[src/rtl/trig_seq_pkg.sv]
// rtl/trig_seq_pkg.sv - shared constants, state enum and byte helpers for reg_trigger_seq
package trig_seq_pkg;

    // Register byte offsets within the block's address.
    localparam logic [15:0] BYTE_MASK_LO = 16'd0;
    localparam logic [15:0] BYTE_MASK_HI = 16'd1;
    localparam logic [15:0] BYTE_INV_LO  = 16'd2;
    localparam logic [15:0] BYTE_INV_HI  = 16'd3;
    localparam logic [15:0] BYTE_MODE    = 16'd4;
    localparam logic [15:0] BYTE_DELAY   = 16'd5;
    localparam logic [15:0] BYTE_WIDTH   = 16'd9;
    localparam logic [15:0] BYTE_HOLDOFF = 16'd13;
    localparam logic [15:0] BYTE_STATUS  = 16'd17;
    localparam logic [15:0] REG_LEN      = 16'd18;

    // Mode byte bit indices.
    localparam int MODE_AND_BIT  = 0;
    localparam int MODE_EDGE_BIT = 1;

    localparam logic [5:0] MISSED_MAX = 6'd63;

    typedef enum logic [1:0] {
        IDLE    = 2'd0,
        DELAY   = 2'd1,
        PULSE   = 2'd2,
        HOLDOFF = 2'd3
    } seq_state_t;

    // Replace one little-endian byte lane of a 32-bit value.
    function automatic logic [31:0] put_byte(input logic [31:0] v,
                                             input logic [1:0]  lane,
                                             input logic [7:0]  b);
        logic [31:0] r;
        r = v;
        case (lane)
            2'd0:    r[7:0]   = b;
            2'd1:    r[15:8]  = b;
            2'd2:    r[23:16] = b;
            default: r[31:24] = b;
        endcase
        return r;
    endfunction

    // Extract one little-endian byte lane of a 32-bit value.
    function automatic logic [7:0] get_byte(input logic [31:0] v,
                                            input logic [1:0]  lane);
        logic [7:0] r;
        case (lane)
            2'd0:    r = v[7:0];
            2'd1:    r = v[15:8];
            2'd2:    r = v[23:16];
            default: r = v[31:24];
        endcase
        return r;
    endfunction

endpackage

[src/rtl/trig_sync_n.sv]
// rtl/trig_sync_n.sv - N-wide two-flop synchroniser with synchronous reset
//
// Ports:
//   clk       destination clock
//   reset_i   synchronous active-high reset, clears both stages
//   async_in  asynchronous inputs
//   sync_out  inputs after two flops in the clk domain
module trig_sync_n #(
    parameter int WIDTH = 8
) (
    input  logic             clk,
    input  logic             reset_i,
    input  logic [WIDTH-1:0] async_in,
    output logic [WIDTH-1:0] sync_out
);

    logic [WIDTH-1:0] meta_q;
    logic [WIDTH-1:0] sync_q;

    always_ff @(posedge clk) begin
        if (reset_i) begin
            meta_q <= '0;
            sync_q <= '0;
        end else begin
            meta_q <= async_in;
            sync_q <= meta_q;
        end
    end

    assign sync_out = sync_q;

endmodule

[src/rtl/reg_trigger_seq.sv]
// rtl/reg_trigger_seq.sv - register-bus trigger combiner with delay/width/holdoff sequencer
//
// Ports:
//   clk, reset_i               register-bus clock, synchronous active-high reset
//   reg_address/bytecnt/datai  register bus write/read addressing and write data
//   reg_read/write/addrvalid   bus strobes and address qualifier
//   reg_size                   transfer size (not used)
//   reg_hypaddress/reg_hyplen  register length query (18 bytes at REG_ADDR)
//   reg_datao                  read data, 0 when this block is not selected
//   reg_stream                 always 0
//   trig_in                    asynchronous trigger sources
//   trigger_o                  sequenced trigger pulse
//   busy_o                     high whenever the sequencer is not idle
module reg_trigger_seq
    import trig_seq_pkg::*;
#(
    parameter int         N_INPUTS  = 8,
    parameter int         CNT_WIDTH = 16,
    parameter logic [5:0] REG_ADDR  = 6'd40
) (
    input  logic                clk,
    input  logic                reset_i,
    input  logic [5:0]          reg_address,
    input  logic [15:0]         reg_bytecnt,
    input  logic [7:0]          reg_datai,
    output logic [7:0]          reg_datao,
    input  logic [15:0]         reg_size,
    input  logic                reg_read,
    input  logic                reg_write,
    input  logic                reg_addrvalid,
    input  logic [5:0]          reg_hypaddress,
    output logic [15:0]         reg_hyplen,
    output logic                reg_stream,
    input  logic [N_INPUTS-1:0] trig_in,
    output logic                trigger_o,
    output logic                busy_o
);

    localparam logic [CNT_WIDTH-1:0] CNT_ONE = CNT_WIDTH'(1);

    // ---------------- register file ----------------
    logic                 sel_wr, sel_rd;
    logic [15:0]          en_q, inv_q;
    logic [1:0]           mode_q;
    logic [CNT_WIDTH-1:0] d_q, w_q, h_q;
    logic [5:0]           missed_q;
    logic                 in_d, in_w, in_h;
    logic [15:0]          off_d, off_w, off_h;
    logic [31:0]          d_wr, w_wr, h_wr;

    assign sel_wr = reg_write & reg_addrvalid & (reg_address == REG_ADDR);
    assign sel_rd = reg_read  & reg_addrvalid & (reg_address == REG_ADDR);

    assign in_d  = (reg_bytecnt >= BYTE_DELAY)   && (reg_bytecnt < BYTE_WIDTH);
    assign in_w  = (reg_bytecnt >= BYTE_WIDTH)   && (reg_bytecnt < BYTE_HOLDOFF);
    assign in_h  = (reg_bytecnt >= BYTE_HOLDOFF) && (reg_bytecnt < BYTE_STATUS);
    assign off_d = reg_bytecnt - BYTE_DELAY;
    assign off_w = reg_bytecnt - BYTE_WIDTH;
    assign off_h = reg_bytecnt - BYTE_HOLDOFF;

    // Counters are byte-written as 32-bit values; bits above CNT_WIDTH are dropped.
    assign d_wr = put_byte(32'(d_q), off_d[1:0], reg_datai);
    assign w_wr = put_byte(32'(w_q), off_w[1:0], reg_datai);
    assign h_wr = put_byte(32'(h_q), off_h[1:0], reg_datai);

    always_ff @(posedge clk) begin
        if (reset_i) begin
            en_q   <= '0;
            inv_q  <= '0;
            mode_q <= '0;
            d_q    <= '0;
            w_q    <= CNT_ONE;
            h_q    <= '0;
        end else if (sel_wr) begin
            if (reg_bytecnt == BYTE_MASK_LO) en_q[7:0]   <= reg_datai;
            if (reg_bytecnt == BYTE_MASK_HI) en_q[15:8]  <= reg_datai;
            if (reg_bytecnt == BYTE_INV_LO)  inv_q[7:0]  <= reg_datai;
            if (reg_bytecnt == BYTE_INV_HI)  inv_q[15:8] <= reg_datai;
            if (reg_bytecnt == BYTE_MODE)    mode_q      <= reg_datai[1:0];
            if (in_d) d_q <= d_wr[CNT_WIDTH-1:0];
            if (in_w) w_q <= w_wr[CNT_WIDTH-1:0];
            if (in_h) h_q <= h_wr[CNT_WIDTH-1:0];
        end
    end

    // ---------------- combiner ----------------
    logic [N_INPUTS-1:0] trig_s, en_n, terms;
    logic                comb, comb_q, comb_prev, fire;

    trig_sync_n #(.WIDTH(N_INPUTS)) u_sync (
        .clk      (clk),
        .reset_i  (reset_i),
        .async_in (trig_in),
        .sync_out (trig_s)
    );

    assign en_n  = en_q[N_INPUTS-1:0];
    assign terms = (trig_s ^ inv_q[N_INPUTS-1:0]) & en_n;

    // AND mode treats disabled inputs as don't-care; an empty mask never fires.
    always_comb begin
        comb = 1'b0;
        if (en_n != '0) begin
            if (mode_q[MODE_AND_BIT]) comb = &(terms | ~en_n);
            else                      comb = |terms;
        end
    end

    assign fire = mode_q[MODE_EDGE_BIT] ? (comb_q & ~comb_prev) : comb_q;

    // ---------------- sequencer ----------------
    seq_state_t           state_q, state_d;
    logic [CNT_WIDTH-1:0] cnt_q, cnt_d;
    logic [CNT_WIDTH-1:0] w_lat, h_lat, w_eff;
    logic                 latch_cfg;
    logic                 trigger_q, busy_q;

    assign w_eff = (w_q == '0) ? CNT_ONE : w_q;

    // D goes straight into the counter at fire, so only W and H need latching.
    always_comb begin
        state_d   = state_q;
        cnt_d     = cnt_q;
        latch_cfg = 1'b0;
        case (state_q)
            IDLE: begin
                if (fire) begin
                    latch_cfg = 1'b1;
                    if (d_q != '0) begin
                        state_d = DELAY;
                        cnt_d   = d_q - CNT_ONE;
                    end else begin
                        state_d = PULSE;
                        cnt_d   = w_eff - CNT_ONE;
                    end
                end
            end
            DELAY: begin
                if (cnt_q == '0) begin
                    state_d = PULSE;
                    cnt_d   = w_lat - CNT_ONE;
                end else begin
                    cnt_d = cnt_q - CNT_ONE;
                end
            end
            PULSE: begin
                if (cnt_q == '0) begin
                    if (h_lat != '0) begin
                        state_d = HOLDOFF;
                        cnt_d   = h_lat - CNT_ONE;
                    end else begin
                        state_d = IDLE;
                    end
                end else begin
                    cnt_d = cnt_q - CNT_ONE;
                end
            end
            HOLDOFF: begin
                if (cnt_q == '0) state_d = IDLE;
                else             cnt_d   = cnt_q - CNT_ONE;
            end
            default: state_d = IDLE;
        endcase
    end

    always_ff @(posedge clk) begin
        if (reset_i) begin
            state_q   <= IDLE;
            cnt_q     <= '0;
            w_lat     <= CNT_ONE;
            h_lat     <= '0;
            comb_q    <= 1'b0;
            comb_prev <= 1'b0;
            trigger_q <= 1'b0;
            busy_q    <= 1'b0;
        end else begin
            state_q   <= state_d;
            cnt_q     <= cnt_d;
            comb_q    <= comb;
            comb_prev <= comb_q;
            trigger_q <= (state_d == PULSE);
            busy_q    <= (state_d != IDLE);
            if (latch_cfg) begin
                w_lat <= w_eff;
                h_lat <= h_q;
            end
        end
    end

    // A status write in the same cycle as a missed fire clears the count.
    always_ff @(posedge clk) begin
        if (reset_i) begin
            missed_q <= '0;
        end else if (sel_wr && reg_bytecnt == BYTE_STATUS) begin
            missed_q <= '0;
        end else if (fire && state_q != IDLE && missed_q != MISSED_MAX) begin
            missed_q <= missed_q + 6'd1;
        end
    end

    assign trigger_o = trigger_q;
    assign busy_o    = busy_q;

    // ---------------- readback ----------------
    logic [7:0] rd_byte;

    always_comb begin
        rd_byte = 8'h00;
        if (reg_bytecnt == BYTE_MASK_LO) rd_byte = en_q[7:0];
        if (reg_bytecnt == BYTE_MASK_HI) rd_byte = en_q[15:8];
        if (reg_bytecnt == BYTE_INV_LO)  rd_byte = inv_q[7:0];
        if (reg_bytecnt == BYTE_INV_HI)  rd_byte = inv_q[15:8];
        if (reg_bytecnt == BYTE_MODE)    rd_byte = {6'b0, mode_q};
        if (in_d) rd_byte = get_byte(32'(d_q), off_d[1:0]);
        if (in_w) rd_byte = get_byte(32'(w_q), off_w[1:0]);
        if (in_h) rd_byte = get_byte(32'(h_q), off_h[1:0]);
        if (reg_bytecnt == BYTE_STATUS)  rd_byte = {missed_q, state_q};
    end

    assign reg_datao  = sel_rd ? rd_byte : 8'h00;
    assign reg_hyplen = (reg_hypaddress == REG_ADDR) ? REG_LEN : 16'd0;
    assign reg_stream = 1'b0;

    logic unused_bits;
    assign unused_bits = ^{reg_size, en_q, inv_q};

endmodule

[config.mk]
export PLATFORM = sky130hd
export DESIGN_NAME = reg_trigger_seq
export DESIGN_NICKNAME = d
export VERILOG_FILES = /design/src/rtl/trig_seq_pkg.sv /design/src/rtl/trig_sync_n.sv /design/src/rtl/reg_trigger_seq.sv
export SDC_FILE = /design/constraint.sdc
export NUM_CORES = 1
export LEC_CHECK = 0
export BUFFER_PORTS_ARGS = -buffer_cell sky130_fd_sc_hd__buf_2
export CAP_MARGIN = 25
export CORE_MARGIN = 1.5
export CORE_UTILIZATION = 45
export CTS_CLUSTER_DIAMETER = 150
export CTS_CLUSTER_SIZE = 25
export DETAILED_ROUTE_END_ITERATION = 8
export GPL_TIMING_DRIVEN = 0
export HOLD_SLACK_MARGIN = 0.12
export PLACE_DENSITY = 0.68
export SYNTH_ARGS = -nofsm -noshare
export SYNTH_HDL_FRONTEND = slang
export SYNTH_HIERARCHICAL = 1
export SYNTH_SLANG_ARGS = --single-unit
[constraint.sdc]
create_clock -name clk -period 3.9 [get_ports clk]
set_clock_uncertainty 0.15 [all_clocks]
set_input_delay 1.17 -clock clk [delete_from_list [all_inputs] [get_ports clk]]
set_output_delay 1.17 -clock clk [all_outputs]
set_load 0.03 [all_outputs]
==> impl_metrics.yaml <==
outcome:
  run_status: "complete, but fails checks"
  violations: "setup timing"
synth:
  synth_cell_types: 93
  avgSynthCellArea_um2: 7.74
  synth_xor_area_share_pct: 4.12
  synthCells: 1210
  synthAdderAreaFrac_pct: 1.60
  muxShareOfSynthArea_pct: 2.70
  synth_top_family_by_area: "simple AND/OR/NAND/NOR gates"
  yosys_warnings: 6
  synth_compound_area_share_pct: 24.8
  synth_area_um2: 9360
  seq_area_frac_synth_pct: 33.8
  synth-edff-count: 0
  yosys.area_share.simple_pct: 26.0
  ys_ff_latch: 158
  ys.flop_type: "dfxtp_1"
  async_flop_share_pct: 0
grt:
  grt_pass1_wl_um: 50700
  antenna_found_initial: 0
  grt_max_degree: 17
  overflow: 0
  grt_usage_pct: 30.3
  grt_pass1_vias: 9057
clock_tree:
  cts_root_buf: "clkbuf_16"
  cts_tree: "done"
  ctsHoldBuffers: 0
  path_clk_slew_ns: 0.06
  insertion_delay_ns: 0.43
  cts_max_path_buffers: 2
  cts_inserted_buffers: 17
  h-tree-depth: 4
  cts_sinks: 158
floorplan:
  dieArea_um2: 21700
  ios: 92
  die_w_um: 147
  core_um2: 20300
  placementRows: 52
  initial_core_util_pct: 46.1
  dieHeight_um: 147
worst_setup_path:
  cp.arrival_ns: 2.92
  crit_path_start_kind: "input port"
  endpoint_kind: "output pin"
  worst-setup-path-type: "in -> out"
  cp_max_fo: 7
  critical_path_required_ns: 2.58
sta:
  period_needed_ns: 4.24
  rsz0062_at_grt: "true"
  slew_headroom_pct: 34.5
  setup_viol: 8
  worst_slew_pin_slew_ns: 0.979
  hold_viol: 0
  slew_violations: 0
  fmax_mhz: 236
  holdWs_ns: 0.290
  fin_crit_sh_pct: 109
  setup_slack_ns: -0.342
routing:
  ant_nets: 0
  route.vias.total: 9728
  drc: 0
  firstDrtPassIters: 8
  drtIter0Drc: 1015
  wl_per_cell_um: 20.4
  drt-vias-per-instance: 6.12
  drt_wl_total_um: 32500
run:
  cap_violations: 0
place:
  post_dp_cell_area_um2: 10300
  io_buffers: 52
  gp_congestion: 0.978
  hpwlAfterDp_um: 23600
layout:
  fin_util_pct: 56.5
  drive_gt1_share_pct: 20.0
  antenna_cells: 0
  area_growth_pct: 22.5
  final_cell_area_um2: 11500
  final_common_cell: "nand2_1"
  nNetsFinal: 1384
  final_cell_mix: "172 x nand2_1, 157 x dfxtp_1, 122 x a21oi_1"
pwr:
  worst_ir_drop_vdd_mv: 0.334
  power_density_nw_per_um2: 310
  leakage_nw: 4.11
worst_hold_path:
  min_path_type: "reg -> reg"
[worst max-delay path, cell delays in order]
cell and delay (ns):
buf_12 0.12, inv_8 0.06, ha_4 0.13, or3b_4 0.39, nand3_4 0.11, or2_1 0.14
buf_8 0.16, buf_8 0.12, o221ai_2 0.08, o211ai_1 0.15, a31oi_4 0.13, buf_6 0.15
[cell families after synthesis]
kind of cell	count (synthesis)
compound gates	359
xor+xnor	44
fa+ha+maj	12
buf+inv	141
flops	158
mux	25
other cells	1
simple gates	470
[metal layers]
layer | track usage, % | vias to the layer above | wire length (um)
li1 | - | 4580 | -
met2 | 48.2 | 477 | 14800
met3 | 5.93 | 89 | 2700
met1 | 39.3 | 4582 | 13600
met4 | 14.2 | 0 | 1370
met5 | 0 | - | 0
[worst paths after layout]
check | startpoint | endpoint | slack, ns | depth (start not counted)
setup / recovery | reg_bytecnt[0] | reg_datao[5] | -0.34 | 12
hold / removal | u_sync/meta_q[6] | u_sync/sync_out[6] | 0.29 | 1
setup reg to reg | d_q[8] | cnt_q[6] | 0.29 | 12
hold reg to reg | u_sync/meta_q[6] | u_sync/sync_out[6] | 0.29 | 1
[cell usage after synthesis (all sizes together) (3+ instances only)]
| cell type | instances | area (um^2) |
|---|---|---|
| and3 | 7 | 43.8 |
| a2111oi | 6 | 77.6 |
| o21ai | 68 | 340 |
| and2b | 6 | 52.6 |
| nor4 | 24 | 199 |
| xor2 | 29 | 254 |
| or3 | 16 | 100 |
| xnor2 | 15 | 131 |
| mux2i | 23 | 230 |
| a21oi | 128 | 641 |
| a221oi | 9 | 85.1 |
| and3b | 3 | 26.3 |
| dfxtp | 158 | 3160 |
| a22oi | 30 | 225 |
| o221ai | 3 | 26.3 |
| inv | 34 | 128 |
| nand2b | 5 | 31.3 |
| o31ai | 13 | 111 |
| o31a | 7 | 61.3 |
| buf | 36 | 243 |
| ha | 12 | 150 |
| or4 | 17 | 143 |
| clkbuf | 70 | 273 |
| and2 | 4 | 25.0 |
| nand4 | 14 | 87.6 |
| o32ai | 5 | 51.3 |
| a211o | 3 | 27.5 |
| a211oi | 4 | 35.0 |
| o22ai | 15 | 93.8 |
| nand2 | 175 | 657 |
| a32oi | 6 | 52.6 |
| nand3 | 56 | 293 |
| a31oi | 23 | 150 |
| a22o | 5 | 43.8 |
| a21o | 3 | 22.5 |
| o211ai | 10 | 80.1 |
| a21boi | 3 | 22.5 |
| or2 | 4 | 25.0 |
| nor2 | 68 | 268 |
| nor2b | 27 | 186 |
| nor3 | 33 | 181 |
[final cells by class]
class	instances	area, um^2
buffer	100	618
tap	270	338
clock inverter	14	158
inverter	35	146
multi-input combinational	925	6100
timing repair buffer	70	520
clock buffer	17	425
sequential	158	3160
fill	1945	8830
[power by group]
part | total (mW) | leakage (nW) | switching, mW | internal [mW]
Combinational | 0.243 | 2.55 | 0.158 | 0.0853
Sequential | 1.62 | 1.28 | 0.00231 | 1.62
Clock | 1.69 | 0.283 | 0.738 | 0.953
Total | 3.56 | 4.11 | 0.898 | 2.66
[registers in the layout, summed over array words and instances, names as in the netlist, 2 cells and up]
signal	flops
u_sync/meta_q	8
state_q	2
h_lat	16
w_lat	16
inv_q	16
en_q	16
d_q	16
u_sync/sync_out	8
missed_q	6
mode_q	2
h_q	16
w_q	16
cnt_q	16
[what timing repair did]
action                     CTS  global route
gates cloned                 1             0
resized for setup           96            25
setup endpoints to repair    9            10
pin swaps                   30            25
buffers inserted            10             7
[stage by stage]
| stage | setup slack (ns) | TNS (ns) | power (mW) | cells |
|---|---|---|---|---|
| after floorplan | -0.116 | -0.355 | 1.79 | 1224 |
| after global placement | -0.743 | -5.71 | 1.86 | 1546 |
| after detailed placement | -0.754 | -5.85 | 1.86 | 1546 |
| after CTS | -0.344 | -2.35 | 3.56 | 1585 |
| after global routing | -0.441 | -3.14 | 3.65 | 1589 |
| final | -0.342 | -2.54 | 3.56 | 1589 |
Note: power is estimated with default switching activity, not from simulation.
